[config.mk]
export PLATFORM = sky130hd
export DESIGN_NAME = floo_wormhole_arbiter
export DESIGN_NICKNAME = d
export VERILOG_FILES = /design/src/rtl/floo_pkg.sv /design/src/rtl/floo_rr_pick.sv /design/src/rtl/floo_wormhole_arbiter.sv
export SDC_FILE = /design/constraint.sdc
export NUM_CORES = 1
export LEC_CHECK = 0
export BUFFER_PORTS_ARGS = -buffer_cell sky130_fd_sc_hd__buf_4
export CAP_MARGIN = 20
export CORE_ASPECT_RATIO = 1.2
export CORE_MARGIN = 1.5
export CORE_UTILIZATION = 39
export CTS_CLUSTER_SIZE = 24
export DETAILED_ROUTE_END_ITERATION = 8
export GPL_ROUTABILITY_DRIVEN = 1
export HOLD_SLACK_MARGIN = 0.12
export PLACE_DENSITY = 0.88
export SLEW_MARGIN = 10
export SYNTH_ARGS = -nofsm -noshare
export SYNTH_HDL_FRONTEND = slang
export SYNTH_SLANG_ARGS = --single-unit
[constraint.sdc]
create_clock -name clk_i -period 6.9 [get_ports clk_i]
set_input_delay 1.035 -clock clk_i [delete_from_list [all_inputs] [get_ports clk_i]]
set_output_delay 1.035 -clock clk_i [all_outputs]
set_load 0.02 [all_outputs]
[src/rtl/floo_pkg.sv]
// floo_pkg: shared types for the FlooNoC router output arbiter.
//   arb_state_e  - wormhole arbiter state (idle / packet owns output)
//   hdr_t        - minimal flit header, carries the packet tail marker
//   floo_flit_t  - default flit used when no custom flit type is supplied
package floo_pkg;

  typedef enum logic [0:0] {
    ArbIdle   = 1'b0,
    ArbLocked = 1'b1
  } arb_state_e;

  typedef struct packed {
    logic       last;
    logic [3:0] src_id;
  } hdr_t;

  typedef struct packed {
    hdr_t        hdr;
    logic [15:0] payload;
  } floo_flit_t;

endpackage

[src/rtl/floo_rr_pick.sv]
// floo_rr_pick: combinational round-robin pick.
//   req_i  in  NumInputs  request vector
//   ptr_i  in  IdxWidth   highest-priority index this round
//   idx_o  out IdxWidth   first requester at or after ptr_i (cyclic); ptr_i if none
//   any_o  out 1          at least one request present
module floo_rr_pick
  import floo_pkg::*;
#(
  parameter int unsigned NumInputs = 4,
  parameter int unsigned IdxWidth  = (NumInputs > 1) ? $clog2(NumInputs) : 1
) (
  input  logic [NumInputs-1:0] req_i,
  input  logic [IdxWidth-1:0]  ptr_i,
  output logic [IdxWidth-1:0]  idx_o,
  output logic                 any_o
);

  logic [NumInputs-1:0] masked;
  logic [NumInputs-1:0] sel;

  // Equivalent of a double-width priority scan: requests at or above the
  // pointer win first; only if none exist do we wrap to the unmasked vector.
  always_comb begin
    masked = '0;
    for (int unsigned i = 0; i < NumInputs; i++) begin
      masked[i] = req_i[i] & (i >= 32'(ptr_i));
    end
    sel   = (|masked) ? masked : req_i;
    idx_o = ptr_i;
    for (int i = NumInputs - 1; i >= 0; i--) begin
      if (sel[i]) idx_o = IdxWidth'(i);
    end
  end

  assign any_o = |req_i;

endmodule

[src/rtl/floo_wormhole_arbiter.sv]
// floo_wormhole_arbiter: shares one router output among NumInputs inputs.
// A round-robin pick chooses a packet head; the winner then owns the output
// until its flit with hdr.last is transferred. Zero-latency data path.
//   clk_i        in   clock
//   rst_i        in   asynchronous reset, active-high
//   valid_i      in   per-input request
//   ready_o      out  per-input accept (only the granted input)
//   data_i       in   per-input flit
//   valid_o      out  output flit valid
//   ready_i      in   downstream accept
//   data_o       out  flit of the granted input
//   locked_o     out  a multi-flit packet currently owns the output
//   grant_idx_o  out  index of the granted input
module floo_wormhole_arbiter
  import floo_pkg::*;
#(
  parameter int unsigned NumInputs = 4,
  parameter type         flit_t    = floo_pkg::floo_flit_t,
  parameter int unsigned IdxWidth  = (NumInputs > 1) ? $clog2(NumInputs) : 1
) (
  input  logic                 clk_i,
  input  logic                 rst_i,
  input  logic [NumInputs-1:0] valid_i,
  output logic [NumInputs-1:0] ready_o,
  input  flit_t                data_i [NumInputs],
  output logic                 valid_o,
  input  logic                 ready_i,
  output flit_t                data_o,
  output logic                 locked_o,
  output logic [IdxWidth-1:0]  grant_idx_o
);

  arb_state_e          state_q, state_d;
  logic [IdxWidth-1:0] rr_ptr_q, rr_ptr_d;
  logic [IdxWidth-1:0] lock_idx_q, lock_idx_d;
  logic [IdxWidth-1:0] pick_idx;
  logic                pick_any;
  logic [IdxWidth-1:0] grant_idx;
  logic                handshake;

  function automatic logic [IdxWidth-1:0] next_idx(input logic [IdxWidth-1:0] idx);
    if (32'(idx) >= NumInputs - 1) return '0;
    return idx + IdxWidth'(1);
  endfunction

  floo_rr_pick #(
    .NumInputs (NumInputs),
    .IdxWidth  (IdxWidth)
  ) u_rr_pick (
    .req_i (valid_i),
    .ptr_i (rr_ptr_q),
    .idx_o (pick_idx),
    .any_o (pick_any)
  );

  // While locked, the owner keeps the grant even through bubbles.
  assign grant_idx   = (state_q == ArbLocked) ? lock_idx_q : pick_idx;
  assign grant_idx_o = grant_idx;
  assign locked_o    = (state_q == ArbLocked);
  assign handshake   = valid_o & ready_i;

  // Grant mux and ready demux
  always_comb begin
    data_o  = '0;
    valid_o = 1'b0;
    ready_o = '0;
    for (int unsigned i = 0; i < NumInputs; i++) begin
      if (32'(grant_idx) == i) begin
        data_o  = data_i[i];
        valid_o = valid_i[i];
      end
    end
    if (state_q == ArbIdle) valid_o = pick_any;
    for (int unsigned i = 0; i < NumInputs; i++) begin
      ready_o[i] = ready_i & valid_o & (32'(grant_idx) == i);
    end
  end

  // Next-state logic
  always_comb begin
    state_d    = state_q;
    rr_ptr_d   = rr_ptr_q;
    lock_idx_d = lock_idx_q;
    unique case (state_q)
      ArbIdle: begin
        if (handshake) begin
          if (data_o.hdr.last) begin
            rr_ptr_d = next_idx(grant_idx);
          end else begin
            state_d    = ArbLocked;
            lock_idx_d = grant_idx;
          end
        end
      end
      ArbLocked: begin
        if (handshake && data_o.hdr.last) begin
          state_d  = ArbIdle;
          rr_ptr_d = next_idx(lock_idx_q);
        end
      end
      default: state_d = ArbIdle;
    endcase
  end

  // State registers
  always_ff @(posedge clk_i or posedge rst_i) begin
    if (rst_i) begin
      state_q    <= ArbIdle;
      rr_ptr_q   <= '0;
      lock_idx_q <= '0;
    end else begin
      state_q    <= state_d;
      rr_ptr_q   <= rr_ptr_d;
      lock_idx_q <= lock_idx_d;
    end
  end

`ifndef SYNTHESIS
  owner_hold_a: assert property (@(posedge clk_i) disable iff (rst_i)
    (state_q == ArbLocked && valid_o && !ready_i) |=> valid_o)
    else $error("locked owner dropped valid without handshake");

  lock_idx_range_a: assert property (@(posedge clk_i) disable iff (rst_i)
    32'(lock_idx_q) < NumInputs)
    else $error("lock_idx_q out of range");

  ready_onehot_a: assert property (@(posedge clk_i) disable iff (rst_i)
    $onehot0(ready_o))
    else $error("more than one ready_o bit set");
`endif

endmodule

==> flow_metrics.tcl <==
set metrics [dict create \
    status "completed" \
    dr.pass1.iters 4 \
    htreeDepth 1 \
    grtUsageTotal_pct 26.27 \
    setup_tns_ns 0 \
    topRoutingLayerUsed "met4" \
    cts_setup_buffers 0 \
    drt-met1-wl_um 1685 \
    finalSetupViolCount 0 \
    yosysWarningCount 0 \
    synth.top_cell.area_share_pct 14.15 \
    dp_cells 330 \
    drtIter0Drc 49 \
    port_buffers 119 \
    tightest_slew_ns 0.9677 \
    cp_data_arrival_time_ns 4.05 \
    drv_cap 0 \
    skew_ns 0.001985 \
    synth_top_cell_by_area "a21oi_1" \
    antenna_cells 0 \
    grt_pass1_vias 1578 \
    nNetsFinal 397 \
    synthXorXnorAreaFrac_pct 0 \
    syn-num-nets 287 \
    die_area_um2 3332 \
    cts_buffers 3 \
    cts.sinks 5 \
    synthAdderAreaFrac_pct 5.359 \
    netlist_instances 191 \
    grt_max_degree 46 \
    place_congestion 0.9050 \
    synth_top_family_by_area "compound AO/OA/AOI/OAI gates" \
    ys_ff_latch 5 \
    dp_hpwl_um 3479 \
    clkTransAtPathRegs_ns 0.04 \
    synth_area_per_cell_um2 6.112 \
    grt_pass1_wl_um 6755 \
    pwr-share-comb_pct 91.5 \
    wl_per_cell_um 13.30 \
    power.switching_w 0.0006462 \
    ys_seq_area_share_pct 10.72 \
    fp.dieW_um 52.95 \
    path_max_fanout 33 \
    drv_slew 0 \
    drc_errors 0 \
    min_path_type "reg2reg" \
    wl_met2_um 2283 \
    end_kind "output port" \
    seqPwrFrac_pct 5.7 \
    fp.coreArea_um2 2811 \
    area_growth_pct 78.03 \
    start_kind "primary input" \
    finalCritPeriodShare_pct 73.74 \
    root_buffer "clkbuf_4" \
    drive_gt1_share_pct 43.33 \
    die-height_um 62.93 \
    hold_buffers 0 \
    cts_buffer_depth 2 \
    vias 1735 \
    vias_per_cell 5.195 \
    clockPowerShare_pct 2.8 \
    initial_utilization_pct 41.52 \
    p_int_w 0.0005025 \
    synth_area_leaders "a21oi_1 14%, dfrtp_1 11%, nand2_1 10%" \
    final_common_cell "buf_4" \
    rsz0062_at_grt "false" \
    overflow 0 \
    period_needed_ns 5.088 \
    synthMuxAreaShare_pct 3.430 \
    final_cell_mix "121 x buf_4, 33 x a21oi_1, 32 x nand2_1" \
    fmax_ghz 0.1965 \
    antenna_found_initial 0 \
    hold_viol_final 0 \
    ant_nets 0 \
    io_pins 120 \
    synth-simple-area-share_pct 32.80 \
    wirelength_um 4443 \
    switching_share_pct 56.26 \
    fin_cells 334 \
    num_rows 21 \
    synthDistinctLibCells 31 \
    ir_drop_mv 0.4660 \
    power_leakage_nw 1.017 \
    powerDensity_nw_per_um2 552.7 \
    worstSetupPathType "in2out" \
    cts_resized 0 \
    syn_area_um2 1167 \
    synth_compound_area_share_pct 40.09 \
    max_slew_margin_pct 35.48 \
    cts_tree "built" \
    worstPathRequired_ns 5.86 \
    wl_met3_um 395 \
    clock_latency_ns 0.23 \
]
## routing by layer
metal  track usage [%]  up-vias
li1                  -      897
met1             28.49      760
met2             47.50       70
met3             6.220        8
met4             9.295        0
met5                 0        -
## registers in the layout, indices dropped and copies added (netlist names)
register,count
locked_o,1
lock_idx_q,2
rr_ptr_q,2
## path summary, 6_finish.rpt
check / start / end / slack (ns) / depth (start not counted)
min in group asynchronous: rst_i / locked_o / 0.69 / 2
worst min register to register: lock_idx_q[1] / lock_idx_q[1] / 0.56 / 2
worst max register to register: rr_ptr_q[0] / lock_idx_q[0] / 3.42 / 11
worst min-delay path: lock_idx_q[1] / lock_idx_q[1] / 0.56 / 2
max in group asynchronous: rst_i / lock_idx_q[0] / 6.05 / 2
worst max-delay path: valid_i[3] / data_o[20] / 1.81 / 11
## cells in the mapped netlist
cell / instances
a21oi_1: 33
nand2_1: 32
o21ai_0: 20
nor2_1: 17
a22oi_1: 12
nand3b_1: 10
clkbuf_1: 9
inv_1: 6
and2_1: 5
buf_2: 5
dfrtp_1: 5
ha_1: 5
a31oi_1: 4
mux2i_1: 4
nand2b_1: 3
nor2b_1: 3
buf_1: 2
nor3_1: 2
o21ai_1: 2
a211oi_1: 1
a21o_1: 1
a21oi_2: 1
a311oi_2: 1
a31oi_4: 1
and3_1: 1
nand3_2: 1
nor3_2: 1
nor3b_1: 1
o221ai_1: 1
o32ai_1: 1
or4_4: 1
## area by class of cell
type,instances,area [um2]
multi-input cells,164,953.4
repair buffers,121,908.4
fillers,262,733.2
flip-flops and latches,5,125.1
well taps,34,42.54
clock buffers,4,26.28
inverters,6,22.52
## kinds of logic after synthesis
family | count (synthesis)
AO/OA/AOI/OAI | 78
AND/OR/NAND/NOR | 77
buffers and inverters | 22
adder cells (fa/ha/maj) | 5
flip-flops | 5
multiplexers | 4
## power groups by stage
stage,Clock [W],Combinational (W),Sequential (W)
floorplan,0,0.000696,0.0000581
global placement,0,0.00104,0.0000638
detailed placement,0,0.00105,0.0000648
CTS,0.0000342,0.00105,0.0000645
global route,0.0000369,0.00115,0.0000681
finish,0.0000323,0.00105,0.0000650
## critical path, stage by stage
cell and delay [ns]:
buf_4 0.13, nand2b_1 0.16, and3_1 0.18, o32ai_1 0.20, nor2_1 0.10, a21o_1 0.21, ha_1 0.54, nor2b_1 0.78
nand2_1 0.15, a21oi_2 0.35, buf_4 0.21
## stage by stage
stage	area (um2)	hold slack (ns)	total power, W	worst slack, ns	util [%]
floorplan	1167	0.5152	0.0007546	2.625	-
global route	2078	0.5932	0.001255	1.448	73.92
global placement	2052	0.5398	0.001105	1.886	72.99
CTS	2078	0.5670	0.001153	1.817	73.92
finish	2078	0.5608	0.001149	1.812	73.92
detailed placement	2052	0.5614	0.001117	1.819	72.99
No activity file was read; power rests on OpenSTA's default activity.
